`src/rtl/rs_alu.sv`:
```
// rtl/rs_alu.sv - ALU reservation station with operand wakeup, dispatch bypass and single issue.
// Optional RS_OLDEST_FIRST_EN selects the oldest ready entry instead of the lowest-indexed one.

`ifndef XLEN
`define XLEN 32
`endif
`ifndef ROB_SIZE_WIDTH
`define ROB_SIZE_WIDTH 4
`endif
`ifndef ALU_OP_WIDTH
`define ALU_OP_WIDTH 4
`endif

module rs_alu #(
    parameter int RS_SIZE_WIDTH = 3
) (
    input  logic                       clk,
    input  logic                       rst_n,
    input  logic                       flush,
    input  logic                       dec_valid,
    input  logic [`ALU_OP_WIDTH-1:0]   dec_op,
    input  logic [`ROB_SIZE_WIDTH-1:0] dec_id,
    input  logic                       dec_has_dep1,
    input  logic                       dec_has_dep2,
    input  logic [`ROB_SIZE_WIDTH-1:0] dec_dep1,
    input  logic [`ROB_SIZE_WIDTH-1:0] dec_dep2,
    input  logic [`XLEN-1:0]           dec_val1,
    input  logic [`XLEN-1:0]           dec_val2,
    input  logic                       alu_ready,
    input  logic [`XLEN-1:0]           alu_res,
    input  logic [`ROB_SIZE_WIDTH-1:0] alu_id,
    input  logic                       lsb_ready,
    input  logic [`XLEN-1:0]           lsb_res,
    input  logic [`ROB_SIZE_WIDTH-1:0] lsb_id,
    output logic                       rs_full,
    output logic                       rs_ready,
    output logic [`ALU_OP_WIDTH-1:0]   rs_op,
    output logic [`XLEN-1:0]           rs_val1,
    output logic [`XLEN-1:0]           rs_val2,
    output logic [`ROB_SIZE_WIDTH-1:0] rs_id
);

    localparam int RS_SIZE = 1 << RS_SIZE_WIDTH;

    logic [RS_SIZE-1:0]         busy;
    logic [RS_SIZE-1:0]         pend1;
    logic [RS_SIZE-1:0]         pend2;
    logic [`ALU_OP_WIDTH-1:0]   op_q   [RS_SIZE];
    logic [`ROB_SIZE_WIDTH-1:0] id_q   [RS_SIZE];
    logic [`ROB_SIZE_WIDTH-1:0] dep1_q [RS_SIZE];
    logic [`ROB_SIZE_WIDTH-1:0] dep2_q [RS_SIZE];
    logic [`XLEN-1:0]           val1_q [RS_SIZE];
    logic [`XLEN-1:0]           val2_q [RS_SIZE];

    logic [RS_SIZE_WIDTH:0]     busy_cnt;
    logic [RS_SIZE_WIDTH-1:0]   free_idx;
    logic                       do_dispatch;
    logic [RS_SIZE-1:0]         rdy;
    logic                       sel_valid;
    logic [RS_SIZE_WIDTH-1:0]   sel_idx;
    logic [RS_SIZE-1:0]         busy_nxt;

    logic                       new_pend1;
    logic                       new_pend2;
    logic [`XLEN-1:0]           new_val1;
    logic [`XLEN-1:0]           new_val2;

    always_comb begin
        busy_cnt = '0;
        free_idx = '0;
        for (int i = RS_SIZE - 1; i >= 0; i--) begin
            busy_cnt = busy_cnt + {{RS_SIZE_WIDTH{1'b0}}, busy[i]};
            if (!busy[i])
                free_idx = RS_SIZE_WIDTH'(i);
        end
    end

    assign rs_full     = (busy_cnt == (RS_SIZE_WIDTH + 1)'(RS_SIZE));
    assign do_dispatch = dec_valid && !rs_full;
    assign rdy         = busy & ~pend1 & ~pend2;

    // Dispatch-time bypass; the ALU broadcast wins when both buses carry the same id.
    always_comb begin
        new_pend1 = dec_has_dep1;
        new_val1  = dec_val1;
        if (dec_has_dep1) begin
            if (alu_ready && alu_id == dec_dep1) begin
                new_pend1 = 1'b0;
                new_val1  = alu_res;
            end else if (lsb_ready && lsb_id == dec_dep1) begin
                new_pend1 = 1'b0;
                new_val1  = lsb_res;
            end
        end
        new_pend2 = dec_has_dep2;
        new_val2  = dec_val2;
        if (dec_has_dep2) begin
            if (alu_ready && alu_id == dec_dep2) begin
                new_pend2 = 1'b0;
                new_val2  = alu_res;
            end else if (lsb_ready && lsb_id == dec_dep2) begin
                new_pend2 = 1'b0;
                new_val2  = lsb_res;
            end
        end
    end

`ifdef RS_OLDEST_FIRST_EN
    // older[j][i] set means entry j was dispatched before entry i.
    logic [RS_SIZE-1:0] older [RS_SIZE];
    logic [RS_SIZE-1:0] blocked;

    always_ff @(posedge clk) begin
        if (do_dispatch) begin
            for (int j = 0; j < RS_SIZE; j++) begin
                older[free_idx][j] <= 1'b0;
                if (j != int'(free_idx))
                    older[j][free_idx] <= 1'b1;
            end
        end
    end

    always_comb begin
        blocked   = '0;
        sel_valid = 1'b0;
        sel_idx   = '0;
        for (int i = 0; i < RS_SIZE; i++) begin
            for (int j = 0; j < RS_SIZE; j++) begin
                if (j != i && rdy[j] && older[j][i])
                    blocked[i] = 1'b1;
            end
            if (rdy[i] && !blocked[i] && !sel_valid) begin
                sel_valid = 1'b1;
                sel_idx   = RS_SIZE_WIDTH'(i);
            end
        end
    end
`else
    always_comb begin
        sel_valid = 1'b0;
        sel_idx   = '0;
        for (int i = RS_SIZE - 1; i >= 0; i--) begin
            if (rdy[i]) begin
                sel_valid = 1'b1;
                sel_idx   = RS_SIZE_WIDTH'(i);
            end
        end
    end
`endif

    always_comb begin
        busy_nxt = busy;
        if (sel_valid)
            busy_nxt[sel_idx] = 1'b0;
        if (do_dispatch)
            busy_nxt[free_idx] = 1'b1;
    end

    always_ff @(posedge clk or negedge rst_n) begin
        if (!rst_n) begin
            busy     <= '0;
            rs_ready <= 1'b0;
            rs_op    <= '0;
            rs_val1  <= '0;
            rs_val2  <= '0;
            rs_id    <= '0;
        end else if (flush) begin
            busy     <= '0;
            rs_ready <= 1'b0;
            rs_op    <= '0;
            rs_val1  <= '0;
            rs_val2  <= '0;
            rs_id    <= '0;
        end else begin
            busy     <= busy_nxt;
            rs_ready <= sel_valid;
            rs_op    <= sel_valid ? op_q[sel_idx]   : '0;
            rs_val1  <= sel_valid ? val1_q[sel_idx] : '0;
            rs_val2  <= sel_valid ? val2_q[sel_idx] : '0;
            rs_id    <= sel_valid ? id_q[sel_idx]   : '0;
        end
    end

    // Payload carries no reset: busy alone decides whether an entry is meaningful.
    always_ff @(posedge clk) begin
        for (int i = 0; i < RS_SIZE; i++) begin
            if (do_dispatch && int'(free_idx) == i) begin
                op_q[i]   <= dec_op;
                id_q[i]   <= dec_id;
                dep1_q[i] <= dec_dep1;
                dep2_q[i] <= dec_dep2;
                pend1[i]  <= new_pend1;
                pend2[i]  <= new_pend2;
                val1_q[i] <= new_val1;
                val2_q[i] <= new_val2;
            end else begin
                if (pend1[i]) begin
                    if (alu_ready && alu_id == dep1_q[i]) begin
                        pend1[i]  <= 1'b0;
                        val1_q[i] <= alu_res;
                    end else if (lsb_ready && lsb_id == dep1_q[i]) begin
                        pend1[i]  <= 1'b0;
                        val1_q[i] <= lsb_res;
                    end
                end
                if (pend2[i]) begin
                    if (alu_ready && alu_id == dep2_q[i]) begin
                        pend2[i]  <= 1'b0;
                        val2_q[i] <= alu_res;
                    end else if (lsb_ready && lsb_id == dep2_q[i]) begin
                        pend2[i]  <= 1'b0;
                        val2_q[i] <= lsb_res;
                    end
                end
            end
        end
    end

endmodule

```
`config.mk`:
```
export PLATFORM = sky130hd
export DESIGN_NAME = rs_alu
export DESIGN_NICKNAME = d
export VERILOG_FILES = /design/src/rtl/rs_alu.sv
export SDC_FILE = /design/constraint.sdc
export NUM_CORES = 2
export LEC_CHECK = 0
export BUFFER_PORTS_ARGS = -buffer_cell sky130_fd_sc_hd__buf_2
export CAP_MARGIN = 20
export CORE_MARGIN = 2
export CORE_UTILIZATION = 45
export DETAILED_ROUTE_END_ITERATION = 8
export PLACE_DENSITY_LB_ADDON = 0.05
export SLEW_MARGIN = 30
export SYNTH_ARGS = -nofsm -noshare
export SYNTH_HDL_FRONTEND = slang
export SYNTH_SLANG_ARGS = --single-unit
```
`constraint.sdc`:
```
create_clock -name clk -period 5.4 [get_ports clk]
set_clock_uncertainty 0.2 [all_clocks]
set_input_delay 1.08 -clock clk [delete_from_list [all_inputs] [get_ports clk]]
set_output_delay 1.08 -clock clk [all_outputs]
set_load 0.03 [all_outputs]
```
==> impl_summary.md <==
Critical path
The data arrival time of the critical path is 4.02 ns. Walking the worst path, the cells encountered are fa_1 -> inv_1 -> fa_1 -> fa_1 -> inv_1 -> ha_1 -> inv_1 -> fa_1 -> nand4bb_4 -> nor2_2 -> clkbuf_4. The kind of cell adding the most delay to the critical path is adder cells. Counting both buffers and inverters, the worst setup path holds a total of 4. The reg2reg setup slack is 0.20 ns. The start-to-end type of the worst setup path is reg2out. Of all nets on the critical path, the largest fanout is 5. The worst setup path is launched from a flop.

In this run the critical register-to-register path is captured at val1_q[7][23]$_DFFE_PP_. The slowest stage of the critical path is the fa_1 cell. The worst-case reg-to-reg path depth is 16. The required time reported for the critical path endpoint is 4.12 ns. In this design, the critical path's most frequently occurring cell is fa_1. In this design, the stage delay of the slowest critical-path cell is 0.58 ns.

The type of destination of the critical path is a primary output. The worst register-to-register path begins at busy[0]$_DFF_PN0_.

GRT
The global routing met1 resource utilization is 46.7%. The residual overflow from global routing is 0. Global routing used 5.89% of the available met3 tracks. The first-pass GRT wire length is 231,000 microns. The met2 layer usage reported by global route is a little under three fifths. Entering global routing, the biggest net connects 86 pins. The number of antenna violations at the first check in global routing is 5. The number of global-route vias before repair is 32,624. The busiest layer in global routing is met2. In the global route stage, overall resource usage came out at 35.4%.

Yosys
The share of the synthesized area in compound gates (AO/OA/AOI/OAI) is a little over a quarter. The post-synthesis xor/xnor area fraction is 3.15%. The number of synthesized flops with an enable pin is 640. The total of warnings raised by yosys is 0. The number of nets in the synthesized netlist is 3,604. The instance count of the mapped netlist is 3,437.

The predominant post-synthesis flop cell is edfxtp_1. The average instance area after synthesis is 11.4 sq um. The mux share of post-synthesis cell area is 3.64%. The synthesized design contains ~740 register bits. The total standard cell area after synthesis is approximately 39,000 sq um. For this run, the register share of the synthesized area comes to 55.0%. The main combinational cell family by area after synthesis is compound AO/OA/AOI/OAI gates.

Yosys mapped the design onto 70 distinct sky130hd cell types. Counting flops with an async set or reset pin after synthesis yields a share of 11.0%. Summing the areas of all fa, ha and maj instances in the mapped netlist gives less than 1% of the synthesized area. After Yosys synthesis, and, or, nand and nor cells account for around 5.5% of the synthesized area.

Clock tree
Clock tree synthesis inserted a total of 85 buffers. The CTS tree is done. In this run the number of H-tree levels came out at 3. The number of hold buffers added after CTS is 0.

The buffer levels on the longest clock path is 3. Clock-pin slew was measured on the worst setup and hold paths at 0.06 ns. The number of sinks on the clock net is between 700 and 800. The clock network latency to the later pin of the worst-skew pair is 0.64 ns. The root buffer cell chosen for the clock tree is clkbuf_16.

Cells and area
The count of non-filler cells in the finished layout is 4,739. The filler cells instantiated in the layout total 7,613. The area growth from synthesis to layout is 14.8%.

The post-layout net count is about 3,700. The cell area after layout is 45,000 sq um. The fraction of final layout cells with drive strength greater than 1 is 21.4%.

The final cell utilization of the core is 52.0%.

Timing
In this run the tightest slew margin relative to its limit is about a third. For the final routed database, the setup TNS stands at 0 ns. The total setup violations reported at the end of the flow is 0. For the pin with the worst max-slew slack, the measured transition is approximately 0.98 ns. The worst path uses between 90% and 100% of the clock period. The max-slew violation count is 0. The final hold violation count is 0. The worst path setup slack after routing is 0.100 ns. For the finished layout, the period the worst path requires is 5.30 ns.

The worst hold slack is 0.308 ns. Derived from the worst setup path, the maximum achievable clock frequency is around 190 MHz.

Floorplan
The die is 299 microns tall. Once the floorplan was initialized, standard cells occupied 45.3% of the core. In this run the count of I/O pins placed on the die edge is 234. The die outline area is 89,500 sq um. The core area is 86,600 sq um. The floorplan has 108 rows. The die outline width is 299 microns.

Place
During placement, the flow inserted port buffers numbering 233. At the end of routability-driven placement, the weighted congestion stood at 0.913. Before CTS, the worst setup slack after placement is ~0.23 ns. Once detailed placement completed, the half-perimeter wirelength came to 99,200 microns. The number of placed instances with taps included is 4,577. The placed instances occupy a cell area of 42,200 sq um.

Route
Wires add up to 162,000 microns. The number of routed nets with antenna violations is 0. The number of DRC violations after detailed-routing iteration 0 is 4,813. The number of vias in the routed layout is roughly 33,000. The post-route DRC violation count is 0. Dividing the detail-routed wire length by the instance count gives 34.3 microns.

Dividing the detail-routed via count by the number of cells gives 6.94. The number of detailed-route iterations in the first pass is 7.

Pwr
The overall power of the completed layout is 13.9 mW. The fraction of power spent switching nets is approximately 25%. The clock network power share is roughly two fifths.

Per report_power, the sequential group accounts for between 40% and 50% of the total. The worst-case IR drop observed on VDD is 0.235 mV. The power density relative to cell area is 309 nW/um^2. The switching power is 3.54 mW. The leakage power of the design is between 15 and 20 nW. The total internal power is 10.4 mW. Combinational cells account for 11.5% of the total power.

Status
The flow ran to the end, and the final reports show no timing, DRC or antenna violations.

Flow run
The number of violations of the max-capacitance limit is 0.

Hold path
The tightest min-delay check is of the in2async type.
[worst max path at each step]
stage                      start                 endpoint  slack (ns)  cells past startpoint
2_1_floorplan  busy[0]$_DFF_PN0_   val1_q[7][0]$_DFFE_PP_        0.07                     17
3_3_place_gp   busy[0]$_DFF_PN0_  val2_q[0][17]$_DFFE_PP_        0.11                     17
3_5_place_dp   busy[0]$_DFF_PN0_   val2_q[7][9]$_DFFE_PP_        0.23                     16
4_1_cts        busy[0]$_DFF_PN0_                  rs_full        0.05                     11
5_1_grt        busy[0]$_DFF_PN0_                  rs_full      -0.008                     11
6_report       busy[0]$_DFF_PN0_                  rs_full        0.10                     11
[cell families after synthesis]
family	Yosys count
compound gates	1538
flops	737
buf+inv	471
simple gates	409
xor+xnor	141
mux	134
fa+ha+maj	7
[cells in the mapped netlist (all sizes together), types with 3 or more instances]
| cell | n | share of area, % |
|---|---|---|
| a211oi | 38 | 1.1 |
| a21o | 287 | 5.5 |
| a21oi | 235 | 3.3 |
| a221o | 4 | 0.10 |
| a222oi | 33 | 0.84 |
| a22o | 220 | 4.9 |
| a31o | 4 | 0.089 |
| and2 | 9 | 0.14 |
| and3 | 10 | 0.16 |
| buf | 157 | 2.0 |
| clkbuf | 284 | 2.7 |
| dfrtp | 81 | 5.2 |
| dfxtp | 16 | 0.82 |
| edfxtp | 640 | 49 |
| fa | 4 | 0.20 |
| ha | 3 | 0.096 |
| inv | 29 | 0.28 |
| mux2 | 70 | 2.0 |
| mux2i | 64 | 1.6 |
| nand2 | 45 | 0.43 |
| nand2b | 40 | 0.64 |
| nand3 | 43 | 0.55 |
| nand3b | 4 | 0.077 |
| nand4 | 11 | 0.18 |
| nand4bb | 5 | 0.19 |
| nor2 | 91 | 0.87 |
| nor2b | 7 | 0.13 |
| nor3 | 104 | 1.4 |
| nor3b | 10 | 0.20 |
| nor4 | 7 | 0.11 |
| o211ai | 4 | 0.089 |
| o21a | 67 | 1.3 |
| o21ai | 98 | 1.3 |
| o22ai | 529 | 8.4 |
| o32ai | 7 | 0.16 |
| or2 | 4 | 0.064 |
| or3 | 7 | 0.11 |
| or3b | 6 | 0.13 |
| xnor2 | 54 | 1.2 |
| xor2 | 87 | 1.9 |
[registers in the layout (all words and copies together), names as in the netlist]
signal and cells:
busy 8, dep1_q 32, dep2_q 32, id_q 32, op_q 32, pend1 8
pend2 8, rs_id 4, rs_op 4, rs_ready 1, rs_val1 32, rs_val2 32
val1_q 256, val2_q 256
[what timing repair did]
action                                  CTS  global route
endpoints found under the setup margin    0             3
resized for setup                         0             2
setup buffers                             0             0
[cell type report]
cell class | instances | area (sq um) | area share, %
Antenna cell | 1 | 2.50 | 0.00556
Clock buffer | 123 | 2530 | 5.61
Clock inverter | 33 | 277 | 0.614
Inverter | 30 | 113 | 0.250
Multi-Input combinational cell | 2229 | 15900 | 35.4
Sequential cell | 737 | 21600 | 47.9
Tap cell | 1155 | 1450 | 3.21
Timing Repair Buffer | 431 | 3130 | 6.96
[power groups by stage]
stage | Combinational (mW) | Sequential (mW) | Clock [mW]
after floorplan | 0.877 | 6.62 | 0
final | 1.60 | 6.46 | 5.84
after global routing | 1.68 | 6.47 | 6.10
after CTS | 1.57 | 6.46 | 5.88
after global placement | 1.52 | 6.58 | 0
after detailed placement | 1.56 | 6.58 | 0
[per-layer routing]
layer | vias up | part of all wire (%)
met5 | - | 0.0080
met4 | 2 | 5.7
met3 | 421 | 9.7
met2 | 2233 | 46
met1 | 16537 | 39
li1 | 13675 | -
[placed cells by master, fill, tap and decap left out, types with 18 or more instances in the layout]
master	synthesis	layout
nand2_1	45	33
o21ai_0	97	96
a21oi_2	30	31
clkbuf_16	0	90
a22o_1	220	220
buf_2	41	235
o22ai_1	529	529
nand3_1	43	40
a211oi_2	32	32
nand2b_1	40	37
a222oi_1	33	33
edfxtp_1	640	640
nor2_1	91	76
a21oi_1	205	204
inv_1	25	25
buf_12	0	37
nor3_1	99	96
mux2i_1	64	64
clkinv_2	0	18
xnor2_1	54	54
a21o_1	287	287
clkbuf_1	284	18
dfrtp_1	81	81
mux2_2	65	65
buf_4	17	143
xor2_1	87	87
o21a_1	67	67
[worst register-to-register path: cells and delay by family (launching register included)]
kind / cells / cell delay (ns)
AO/OA/AOI/OAI: 3 / 0.53
adder cells (fa/ha/maj): 5 / 2.20
buffers and inverters: 5 / 0.64
flip-flops: 1 / 0.40
AND/OR/NAND/NOR: 3 / 0.97
(Power assumes the default switching activity.)
